<file path="config.mk">
export PLATFORM = sky130hd
export DESIGN_NAME = lsu_flat
export DESIGN_NICKNAME = d
export VERILOG_FILES = /design/src/rtl/core_pkg.sv /design/src/rtl/lsu_if.sv /design/src/rtl/lsu_load_align.sv /design/src/rtl/lsu.sv /design/src/flat_wrapper.sv
export SDC_FILE = /design/constraint.sdc
export NUM_CORES = 1
export LEC_CHECK = 0
export BUFFER_PORTS_ARGS = -buffer_cell sky130_fd_sc_hd__clkbuf_2
export CAP_MARGIN = 30
export CORE_ASPECT_RATIO = 1.75
export CORE_MARGIN = 3
export CORE_UTILIZATION = 50
export DETAILED_ROUTE_END_ITERATION = 12
export GPL_ROUTABILITY_DRIVEN = 0
export PLACE_DENSITY = 0.88
export SETUP_SLACK_MARGIN = 0.2
export SYNTH_ARGS = -nofsm -noshare
export SYNTH_HDL_FRONTEND = slang
export SYNTH_SLANG_ARGS = --single-unit
export TNS_END_PERCENT = 1
</file>
<file path="constraint.sdc">
create_clock -name clk -period 2.48 [get_ports clk]
set_clock_uncertainty 0.2 [all_clocks]
set_input_delay 0.124 -clock clk [delete_from_list [all_inputs] [get_ports clk]]
set_output_delay 0.124 -clock clk [all_outputs]
set_load 0.05 [all_outputs]
</file>
<file path="src/rtl/core_pkg.sv">
// ============================================================================
// Module   : core_pkg
// Desc     : Shared LSU types: FSM state encoding, RV32I load/store funct3
//            codes and the access-size byte-mask helper.
// Revision : 1.0 - initial release
// ============================================================================
`default_nettype none

package core_pkg;

  typedef enum logic [1:0] {
    IDLE = 2'd0,
    ACC0 = 2'd1,
    ACC1 = 2'd2,
    RSP  = 2'd3
  } lsu_state_t;

  localparam logic [2:0] F3_LB  = 3'b000;
  localparam logic [2:0] F3_LH  = 3'b001;
  localparam logic [2:0] F3_LW  = 3'b010;
  localparam logic [2:0] F3_LBU = 3'b100;
  localparam logic [2:0] F3_LHU = 3'b101;
  localparam logic [2:0] F3_SB  = 3'b000;
  localparam logic [2:0] F3_SH  = 3'b001;
  localparam logic [2:0] F3_SW  = 3'b010;

  // Byte-lane mask for an access size; funct3[1:0] carries the size code.
  function automatic logic [3:0] size_mask(input logic [1:0] size_code);
    case (size_code)
      2'b00:   return 4'b0001;
      2'b01:   return 4'b0011;
      2'b10:   return 4'b1111;
      default: return 4'b0000;
    endcase
  endfunction

endpackage

`default_nettype wire

</file>
<file path="src/rtl/lsu_if.sv">
// ============================================================================
// Module   : lsu_if
// Desc     : Request/response and memory-side bundle of the LSU.
//            master = requester/memory side, slave = the LSU itself.
// Revision : 1.0 - initial release
// ============================================================================
`default_nettype none

interface lsu_if #(
  parameter int WIDTH = 32
);
  logic             req_valid;
  logic             req_ready;
  logic             req_load;
  logic             req_store;
  logic [2:0]       funct3;
  logic [WIDTH-1:0] addr;
  logic [WIDTH-1:0] wdata;
  logic             resp_valid;
  logic [WIDTH-1:0] resp_rdata;
  logic             resp_err;
  logic             mem_read;
  logic             mem_write;
  logic [WIDTH-1:0] mem_addr;
  logic [WIDTH-1:0] mem_wdata;
  logic [3:0]       mem_byteen;
  logic [WIDTH-1:0] mem_rdata;

  modport master (
    output req_valid, req_load, req_store, funct3, addr, wdata, mem_rdata,
    input  req_ready, resp_valid, resp_rdata, resp_err,
           mem_read, mem_write, mem_addr, mem_wdata, mem_byteen
  );

  modport slave (
    input  req_valid, req_load, req_store, funct3, addr, wdata, mem_rdata,
    output req_ready, resp_valid, resp_rdata, resp_err,
           mem_read, mem_write, mem_addr, mem_wdata, mem_byteen
  );
endinterface

`default_nettype wire

</file>
<file path="src/rtl/lsu_load_align.sv">
// ============================================================================
// Module   : lsu_load_align
// Desc     : Picks the addressed bytes out of an 8-byte read window and
//            sign/zero-extends them according to the load funct3.
// Revision : 1.0 - initial release
// ============================================================================
`default_nettype none

module lsu_load_align
  import core_pkg::*;
#(
  parameter int WIDTH = 32
) (
  input  logic [2*WIDTH-1:0] window,
  input  logic [1:0]         offset,
  input  logic [2:0]         funct3,
  output logic [WIDTH-1:0]   result
);

  logic [5:0]       w_shift;
  logic [WIDTH-1:0] w_word;

  // The byte at the access offset lands in lane 0 of w_word.
  assign w_shift = {1'b0, offset, 3'b000};
  assign w_word  = window[w_shift +: WIDTH];

  // Extend the selected byte/half/word to full width.
  always_comb begin
    result = '0;
    case (funct3)
      F3_LB:   result = {{(WIDTH-8){w_word[7]}}, w_word[7:0]};
      F3_LH:   result = {{(WIDTH-16){w_word[15]}}, w_word[15:0]};
      F3_LW:   result = w_word;
      F3_LBU:  result = {{(WIDTH-8){1'b0}}, w_word[7:0]};
      F3_LHU:  result = {{(WIDTH-16){1'b0}}, w_word[15:0]};
      default: result = '0;
    endcase
  end

endmodule

`default_nettype wire

</file>
<file path="src/rtl/lsu.sv">
// ============================================================================
// Module   : lsu
// Desc     : RV32I load/store unit. One request at a time; byte/half/word
//            accesses mapped onto a word-wide memory with lane enables.
// Config   : MISALIGNED_SPLIT_EN - when defined, word-boundary-crossing
//            accesses are split into two memory cycles; when undefined,
//            any non-naturally-aligned access returns an error.
// Revision : 1.0 - initial release
// ============================================================================
`default_nettype none

module lsu
  import core_pkg::*;
#(
  parameter int WIDTH = 32
) (
  input logic  clk,
  input logic  rst_n,
  lsu_if.slave bus
);

  lsu_state_t         r_state;
  lsu_state_t         w_state_nxt;
  logic [WIDTH-1:0]   r_addr;
  logic [WIDTH-1:0]   r_wdata;
  logic [WIDTH-1:0]   r_lo_data;
  logic [2:0]         r_funct3;
  logic               r_load;
  logic               r_store;
  logic               r_err;

  logic               w_type_ok;
  logic               w_f3_ok;
  logic               w_misaligned;
  logic               w_req_err;
  logic               w_accept;
  logic [1:0]         w_off;
  logic [7:0]         w_mask8;
  logic [2*WIDTH-1:0] w_data64;
  logic [2*WIDTH-1:0] w_window;
  logic [WIDTH-1:0]   w_word_addr;
  logic [WIDTH-1:0]   w_load_result;
  logic               w_split;

  logic               w_req_ready;
  logic               w_resp_valid;
  logic               w_resp_err;
  logic [WIDTH-1:0]   w_resp_rdata;
  logic               w_mem_read;
  logic               w_mem_write;
  logic [WIDTH-1:0]   w_mem_addr;
  logic [WIDTH-1:0]   w_mem_wdata;
  logic [3:0]         w_mem_byteen;

  assign w_accept = bus.req_valid && (r_state == IDLE);

  // Decide at acceptance whether the request is rejected without a memory access.
  always_comb begin
    w_type_ok    = bus.req_load ^ bus.req_store;
    w_f3_ok      = 1'b0;
    w_misaligned = 1'b0;
    if (bus.req_load) begin
      case (bus.funct3)
        F3_LB, F3_LH, F3_LW, F3_LBU, F3_LHU: w_f3_ok = 1'b1;
        default:                            w_f3_ok = 1'b0;
      endcase
    end else begin
      case (bus.funct3)
        F3_SB, F3_SH, F3_SW: w_f3_ok = 1'b1;
        default:             w_f3_ok = 1'b0;
      endcase
    end
`ifndef MISALIGNED_SPLIT_EN
    case (bus.funct3[1:0])
      2'b01:   w_misaligned = bus.addr[0];
      2'b10:   w_misaligned = |bus.addr[1:0];
      default: w_misaligned = 1'b0;
    endcase
`endif
    w_req_err = !w_type_ok || !w_f3_ok || w_misaligned;
  end

  // Lane placement: the upper nibble/word of the 8-lane view spills into the next word.
  assign w_off       = r_addr[1:0];
  assign w_mask8     = {4'b0000, size_mask(r_funct3[1:0])} << w_off;
  assign w_data64    = {{WIDTH{1'b0}}, r_wdata} << {w_off, 3'b000};
  assign w_word_addr = {r_addr[WIDTH-1:2], 2'b00};

`ifdef MISALIGNED_SPLIT_EN
  assign w_split = |w_mask8[7:4];
`else
  assign w_split = 1'b0;
`endif

  // In RSP, mem_rdata carries the last word read; a split load pairs it with the first.
  assign w_window = w_split ? {bus.mem_rdata, r_lo_data}
                            : {{WIDTH{1'b0}}, bus.mem_rdata};

  lsu_load_align #(
    .WIDTH (WIDTH)
  ) u_load_align (
    .window (w_window),
    .offset (w_off),
    .funct3 (r_funct3),
    .result (w_load_result)
  );

  // State register plus request latch and first-word capture for split loads.
  always_ff @(posedge clk or negedge rst_n) begin
    if (!rst_n) begin
      r_state   <= IDLE;
      r_addr    <= '0;
      r_wdata   <= '0;
      r_lo_data <= '0;
      r_funct3  <= '0;
      r_load    <= 1'b0;
      r_store   <= 1'b0;
      r_err     <= 1'b0;
    end else begin
      r_state <= w_state_nxt;
      if (w_accept) begin
        r_addr   <= bus.addr;
        r_wdata  <= bus.wdata;
        r_funct3 <= bus.funct3;
        r_load   <= bus.req_load;
        r_store  <= bus.req_store;
        r_err    <= w_req_err;
      end
      if ((r_state == ACC1) && r_load) begin
        r_lo_data <= bus.mem_rdata;
      end
    end
  end

  // Next-state and output decode; everything idles at zero outside its state.
  always_comb begin
    w_state_nxt  = r_state;
    w_req_ready  = 1'b0;
    w_resp_valid = 1'b0;
    w_resp_err   = 1'b0;
    w_resp_rdata = '0;
    w_mem_read   = 1'b0;
    w_mem_write  = 1'b0;
    w_mem_addr   = '0;
    w_mem_wdata  = '0;
    w_mem_byteen = 4'b0000;
    case (r_state)
      IDLE: begin
        w_req_ready = 1'b1;
        if (bus.req_valid) begin
          w_state_nxt = w_req_err ? RSP : ACC0;
        end
      end
      ACC0: begin
        w_mem_read   = r_load;
        w_mem_write  = r_store;
        w_mem_addr   = w_word_addr;
        w_mem_byteen = w_mask8[3:0];
        w_mem_wdata  = r_store ? w_data64[WIDTH-1:0] : '0;
        w_state_nxt  = w_split ? ACC1 : RSP;
      end
      ACC1: begin
        w_mem_read   = r_load;
        w_mem_write  = r_store;
        w_mem_addr   = w_word_addr + WIDTH'(4);
        w_mem_byteen = w_mask8[7:4];
        w_mem_wdata  = r_store ? w_data64[2*WIDTH-1:WIDTH] : '0;
        w_state_nxt  = RSP;
      end
      RSP: begin
        w_resp_valid = 1'b1;
        w_resp_err   = r_err;
        w_resp_rdata = (r_load && !r_err) ? w_load_result : '0;
        w_state_nxt  = IDLE;
      end
      default: w_state_nxt = IDLE;
    endcase
  end

  assign bus.req_ready  = w_req_ready;
  assign bus.resp_valid = w_resp_valid;
  assign bus.resp_err   = w_resp_err;
  assign bus.resp_rdata = w_resp_rdata;
  assign bus.mem_read   = w_mem_read;
  assign bus.mem_write  = w_mem_write;
  assign bus.mem_addr   = w_mem_addr;
  assign bus.mem_wdata  = w_mem_wdata;
  assign bus.mem_byteen = w_mem_byteen;

endmodule

`default_nettype wire
</file>
<file path="src/flat_wrapper.sv">
// flat-port wrapper written by rule: the top's interface ports become plain ports
module lsu_flat import core_pkg::*;
#(
  parameter int WIDTH = 32
)
  (clk, rst_n, bus_req_valid, bus_req_load, bus_req_store, bus_funct3, bus_addr, bus_wdata, bus_mem_rdata, bus_req_ready, bus_resp_valid, bus_resp_rdata, bus_resp_err, bus_mem_read, bus_mem_write, bus_mem_addr, bus_mem_wdata, bus_mem_byteen);
  lsu_if #(.WIDTH(WIDTH)) bus_i ();
  input logic clk;
  input logic rst_n;
  input wire logic [$bits(bus_i.req_valid)-1:0] bus_req_valid;
  input wire logic [$bits(bus_i.req_load)-1:0] bus_req_load;
  input wire logic [$bits(bus_i.req_store)-1:0] bus_req_store;
  input wire logic [$bits(bus_i.funct3)-1:0] bus_funct3;
  input wire logic [$bits(bus_i.addr)-1:0] bus_addr;
  input wire logic [$bits(bus_i.wdata)-1:0] bus_wdata;
  input wire logic [$bits(bus_i.mem_rdata)-1:0] bus_mem_rdata;
  output wire logic [$bits(bus_i.req_ready)-1:0] bus_req_ready;
  output wire logic [$bits(bus_i.resp_valid)-1:0] bus_resp_valid;
  output wire logic [$bits(bus_i.resp_rdata)-1:0] bus_resp_rdata;
  output wire logic [$bits(bus_i.resp_err)-1:0] bus_resp_err;
  output wire logic [$bits(bus_i.mem_read)-1:0] bus_mem_read;
  output wire logic [$bits(bus_i.mem_write)-1:0] bus_mem_write;
  output wire logic [$bits(bus_i.mem_addr)-1:0] bus_mem_addr;
  output wire logic [$bits(bus_i.mem_wdata)-1:0] bus_mem_wdata;
  output wire logic [$bits(bus_i.mem_byteen)-1:0] bus_mem_byteen;
  assign bus_i.req_valid = bus_req_valid;
  assign bus_i.req_load = bus_req_load;
  assign bus_i.req_store = bus_req_store;
  assign bus_i.funct3 = bus_funct3;
  assign bus_i.addr = bus_addr;
  assign bus_i.wdata = bus_wdata;
  assign bus_i.mem_rdata = bus_mem_rdata;
  assign bus_req_ready = bus_i.req_ready;
  assign bus_resp_valid = bus_i.resp_valid;
  assign bus_resp_rdata = bus_i.resp_rdata;
  assign bus_resp_err = bus_i.resp_err;
  assign bus_mem_read = bus_i.mem_read;
  assign bus_mem_write = bus_i.mem_write;
  assign bus_mem_addr = bus_i.mem_addr;
  assign bus_mem_wdata = bus_i.mem_wdata;
  assign bus_mem_byteen = bus_i.mem_byteen;
  lsu #(.WIDTH(WIDTH)) u_core (.clk(clk), .rst_n(rst_n), .bus(bus_i));
endmodule
</file>
Word-level counts from Yosys, hierarchy flattened
Cells that the tools add are included.
{ "totals": {"out_inout_bits": 105, "input_bits": 104, "ff_bits": 72, "wordCells": 64} }
{ "classes": {"addsub": 1, "n_reduce_logical": 15, "n_mux": 21, "bitwise": 1, "shift": 3, "n_eq_ne": 16} }
{ "op_table": {"columns": ["op", "count"], "rows": [
  ["$pmux W32 S5", 1],
  ["$mux W32", 4],
  ["$pmux W32 S2", 2],
  ["$shiftx A64 B6 Y32", 1],
  ["$shl A32 B5 Y64", 1],
  ["$add A32 B3 Y32 const B", 1],
  ["$eq A3 B3 Y1 const B", 4],
  ["$pmux W4 S3", 1],
  ["$eq A2 B2 Y1 const B", 4],
  ["$mux W1", 8],
  ["$pmux W4 S2", 1],
  ["$shl A4 B2 Y8", 1],
  ["$eq A2 B1 Y1 const B", 3],
  ["$eq A3 B1 Y1 const B", 2],
  ["$eq A3 B2 Y1 const B", 2],
  ["$logic_not A3 Y1", 2],
  ["$pmux W2 S3", 1],
  ["$reduce_or A5 Y1", 1],
  ["$logic_not A2 Y1", 2],
  ["$mux W2", 2],
  ["$reduce_or A2 Y1", 2],
  ["$logic_not A1 Y1", 3],
  ["$reduce_or A3 Y1", 1],
  ["$logic_and A1 B1 Y1", 2],
  ["4 further kinds", 5]
]} }

Depth between registers and ports, before layout
{ "depth": {"word_depth": 10, "ltp_mapped": 9, "depth_no_buf": 7} }

By module
From an unflattened synthesis, not the netlist that was laid out.
{ "hier_totals": {"hier_cells": 660, "area_unflattened_um2": 6363.6} }
{ "modules_own_cells": {"columns": ["module", "instances", "area_each_um2", "cells_per_inst", "seq_area_each_um2"], "rows": [
  ["lsu", 1, 5066.1, 545, 1801.7],
  ["lsu_load_align", 1, 1297.5, 115, 0.0]
]} }

Least setup slack after synthesis
OpenSTA, ideal clock, no wires.
{ "synth_path": {"path_kind": "flip-flop to output port", "from": "register u_core.r_state[0]", "to": "output port bus_mem_addr[17]", "path_stages_with_launch": 7, "t_required_ns": 2.156, "n_path_buf": 2, "arrival_ns": 3.025, "slack_ns": -0.869, "path_cell_list": "dfrtp_1 inv_1 ha_1 clkbuf_1 nand2_1 clkbuf_1 o41ai_1"} }
{ "synth_via": {"elab_chain_cells": 2, "elab_cells_between_ends": 3, "classes_between": "eq/ne: 2; mux: 1"} }
{ "synth_lines": {"columns": ["element", "line_no", "source"], "rows": [
  ["start, declared", "lsu.sv:22", "lsu_state_t r_state;"],
  ["start signal, assigned", "lsu.sv:120", "r_state <= w_state_nxt;"],
  ["$eq A2 B2 Y1 / $eq A2 B1 Y1 (equally long branches)", null, null],
  ["$pmux W32 S2 (*)", "lsu.sv:147", "case (r_state)"],
  ["end, declared", "flat_wrapper.sv:23", "output wire logic [$bits(bus_i.mem_addr)-1:0] bus_mem_addr;"]
]} }
Every way passes the cells marked *; elsewhere a longest branch is shown, timed or not.

Worst setup path in the final report
{ "layout_path": {"from": "register u_core.r_addr[8]", "to": "output port bus_mem_addr[18]"} }
{ "layout_via": {"elab_chain_cells": 2} }
{ "layout_lines": {"columns": ["element", "line_no", "source"], "rows": [
  ["start, declared", "lsu.sv:24", "logic [WIDTH-1:0] r_addr;"],
  ["start signal, assigned", "lsu.sv:122", "r_addr <= bus.addr;"],
  ["$add A32 B3 Y32", "lsu.sv:165", "w_mem_addr = w_word_addr + WIDTH'(4);"],
  ["$pmux W32 S2", "lsu.sv:147", null]
]} }
No other way between the ends.

==> results.json <==
{
  "final_layout_size_suffix_gt1_share_pct": 51.4,
  "r2r-start": "u_core.r_state[0]",
  "synth_cell_type_count": 50,
  "rr_worst_depth": 5,
  "status": "complete, but fails checks",
  "synth-main-ff-cell": "dfrtp_1",
  "arrival_ns": 2.52,
  "cts.clk_slew.worst_paths_ns": 0.07,
  "synthTopCellsByCount": "mux2_2 (95), nand2_1 (78), dfrtp_1 (72), a21oi_1 (54), o21ai_0 (51)",
  "slew_headroom_pct": 57.5,
  "dr_total_vias": 7128,
  "remaining_drc_errors": 0,
  "antenna_left": 0,
  "p_leak_nw": 4.16,
  "grt_pass1_vias": 7044,
  "start_kind": "register",
  "postSynthCellCount": 635,
  "grt_use_total_pct": 38.4,
  "wl_per_cell_um": 26.3,
  "p_sw_mw": 7.14,
  "fin_crit_ns": 2.84,
  "clock_path_buffers": 2,
  "overflow": 0,
  "r2r-end": "u_core.r_wdata[19]",
  "placedCellCount": 954,
  "layout_setup_ws_ns": -0.360,
  "wl_mm": 27.8,
  "hold_violations": 0,
  "crit_family": "simple AND/OR/NAND/NOR gates",
  "p_int_mw": 6.48,
  "crit_path_cell_trace": "buf_4, nand4_1, nor4_4, buf_4, nand3_1, o21ai_2, buf_8",
  "synth.area.top_cells": "dfrtp_1 (32%), mux2_2 (19%), nand2_1 (5.3%), a21oi_1 (4.9%), o21ai_0 (4.6%)",
  "final_cells": 1057,
  "cap_violations": 0,
  "max_freq_mhz": 352,
  "worstMarginPinSlew_ns": 0.637,
  "synth_area_mm2": 0.00557,
  "cp-startpoint": "u_core.r_addr[8]",
  "antenna_found_initial": 1,
  "pwr-share-comb_pct": 69.6,
  "cts_num_sinks": 72,
  "dieArea_mm2": 0.0125,
  "drv_slew": 0,
  "top_layer": "met4",
  "min_path_type": "input pin to asynchronous set/reset pin",
  "worstPathMaxFanout": 6,
  "path_class": "register to output port",
  "rows": 50,
  "cts_inserted_buffers": 9,
  "die_height_um": 146,
  "synth_top_area_share_pct": 32.4,
  "drt-met1-wl_mm": 8.40,
  "dieWidth_um": 85.8,
  "swShare_pct": 52.4,
  "cts_tree": "built",
  "htreeDepth": 3,
  "max_stage_delay_ns": 0.47,
  "violations": "setup timing",
  "rsz0062_at_grt": "yes",
  "grt_max_degree": 59,
  "critPathCapture": "bus_mem_addr[18]",
  "syn2layout_area_growth_pct": 68.5,
  "ys.warnings.count": 0,
  "synthArstFlopShare_pct": 100,
  "ys_ff_latch": 72,
  "nets": 1039,
  "post-route-util_pct": 87.2,
  "place.port_buffers": 206,
  "grt_pass1_wl_mm": 37.3,
  "cp_slowest_cell": "dfrtp_1",
  "synth.largest_area_cell": "dfrtp_1",
  "yosysMostFrequentCell": "mux2_2",
  "cts_root_buffer": "clkbuf_16",
  "end_kind": "output port",
  "coreArea_mm2": 0.0108,
  "pwr-share-clk_pct": 10.5,
  "avgSynthCellArea_um2": 8.77,
  "cp_num_buf_inv": 3,
  "wl_met2_mm": 13.7,
  "synth_edf_count": 0,
  "p_per_area_mw_per_mm2": 1450,
  "seqPwrFrac_pct": 19.8,
  "setup_viol": 29,
  "period_share_pct": 114,
  "crit_required_ns": 2.16,
  "seq_area_frac_synth_pct": 32.4,
  "dp_hpwl_mm": 13.8,
  "path_common_cell": "buf_4",
  "clk_latency_ns": 0.34,
  "cp.depth": 7,
  "ir_worst_vdd_uv": 1040,
  "wl_met3_mm": 2.82,
  "reg2reg_slack_ns": 0.46,
  "firstDrtPassIters": 6,
  "initial_core_util_pct": 51.7,
  "drtIter0Drc": 880,
  "via_per_inst": 6.74,
  "io_pins": 209
}
## per-stage QoR
stage                     power (mW)  setup TNS [ns]  worst slack (ns)  area [µm²]  hold slack [ns]
after floorplan                 7.52           -7.79            -0.212        5690           -0.372
after global placement          9.64               0             0.206        7390          -0.0392
after detailed placement        9.86               0            0.0926        7390          -0.0273
after CTS                       12.0         -0.0465           -0.0364        8890            0.164
after global routing            13.9           -4.17            -0.308        9380            0.171
final                           13.6           -3.37            -0.360        9380            0.144
## worst min path at each step
stage | slack, ns | from | to | cells after the start
floorplan | -0.37 | rst_n | u_core.r_addr[0] | 0
global placement | -0.04 | rst_n | u_core.r_wdata[28] | 1
detailed placement | -0.03 | rst_n | u_core.r_wdata[28] | 1
CTS | 0.16 | rst_n | u_core.r_addr[24] | 2
global route | 0.17 | rst_n | u_core.r_addr[18] | 2
finish | 0.14 | rst_n | u_core.r_addr[26] | 2
## cell families after synthesis
group / Yosys count / synth area share [%]
XOR/XNOR: 3 / 0.472
buffers and inverters: 64 / 5.19
adder cells (fa/ha/maj): 14 / 3.15
other: 1 / 0.0674
AO/OA/AOI/OAI: 170 / 18.4
multiplexers: 118 / 23.6
AND/OR/NAND/NOR: 193 / 16.8
flip-flops: 72 / 32.4
## timing repair
action	4_1_cts	5_1_grt
resized for setup	108	223
hold buffers	71	0
endpoints found under the hold margin	111	0
pin swaps	31	29
setup endpoints to repair	95	96
buffers inserted	9	6
## layout by cell type (no fill, tap or decap), types with 5 or more instances in the layout
cell type and instances:
clkbuf_16 9, clkbuf_4 6, nor2b_1 11, ha_4 6
and2_1 6, a22o_1 8, buf_4 64, buf_6 18
dlygate4sd3_1 71, nor3_4 5, mux2i_1 21, a211oi_2 7
buf_12 36, buf_8 8, o21ai_1 21, mux2_2 95
inv_1 7, a31oi_1 10, a21oi_1 46, nand2_1 72
o21ai_0 20, nand3_1 9, a22oi_1 9, a21oi_2 7
clkbuf_2 109, ha_1 8, dfrtp_2 15, clkbuf_8 12
dfrtp_1 57, nand4_1 11, nor2_1 38, nand2_2 5
o21ai_2 13
## state kept, by name, indices dropped and copies added (netlist names)
| signal | flops |
|---|---|
| u_core.r_addr | 32 |
| u_core.r_err | 1 |
| u_core.r_funct3 | 3 |
| u_core.r_load | 1 |
| u_core.r_state | 2 |
| u_core.r_store | 1 |
| u_core.r_wdata | 32 |
## power by group through the flow
stage / sequential [mW] / clock [mW] / combinational, mW
after floorplan: 2.20 / 0 / 5.32
final: 2.70 / 1.44 / 9.49
after CTS: 2.47 / 1.38 / 8.19
after global placement: 2.39 / 0 / 7.25
after detailed placement: 2.44 / 0 / 7.42
after global routing: 2.70 / 1.46 / 9.79
## per-layer routing
layer | GRT usage [%] | up-vias
li1 | - | 2865
met3 | 7.82 | 261
met2 | 68.0 | 717
met1 | 39.5 | 3285
met5 | 0 | -
met4 | 25.8 | 0
## final cells by class
type / instances / area [µm²]
sequential: 72 / 1820
tap: 130 / 163
antenna: 1 / 2.50
clock buffer: 10 / 229
clock inverter: 6 / 83.8
inverter: 11 / 43.8
fill: 461 / 1380
multi-input combinational: 500 / 4030
timing repair buffer: 327 / 3010
## worst register-to-register path: stages (launching register included)
cell and delay, ns:
dfrtp_2 0.46, inv_4 0.07, ha_1 0.26, nand2_2 0.12, buf_12 0.30, mux2_2 0.46
(Power assumes the default switching activity.)
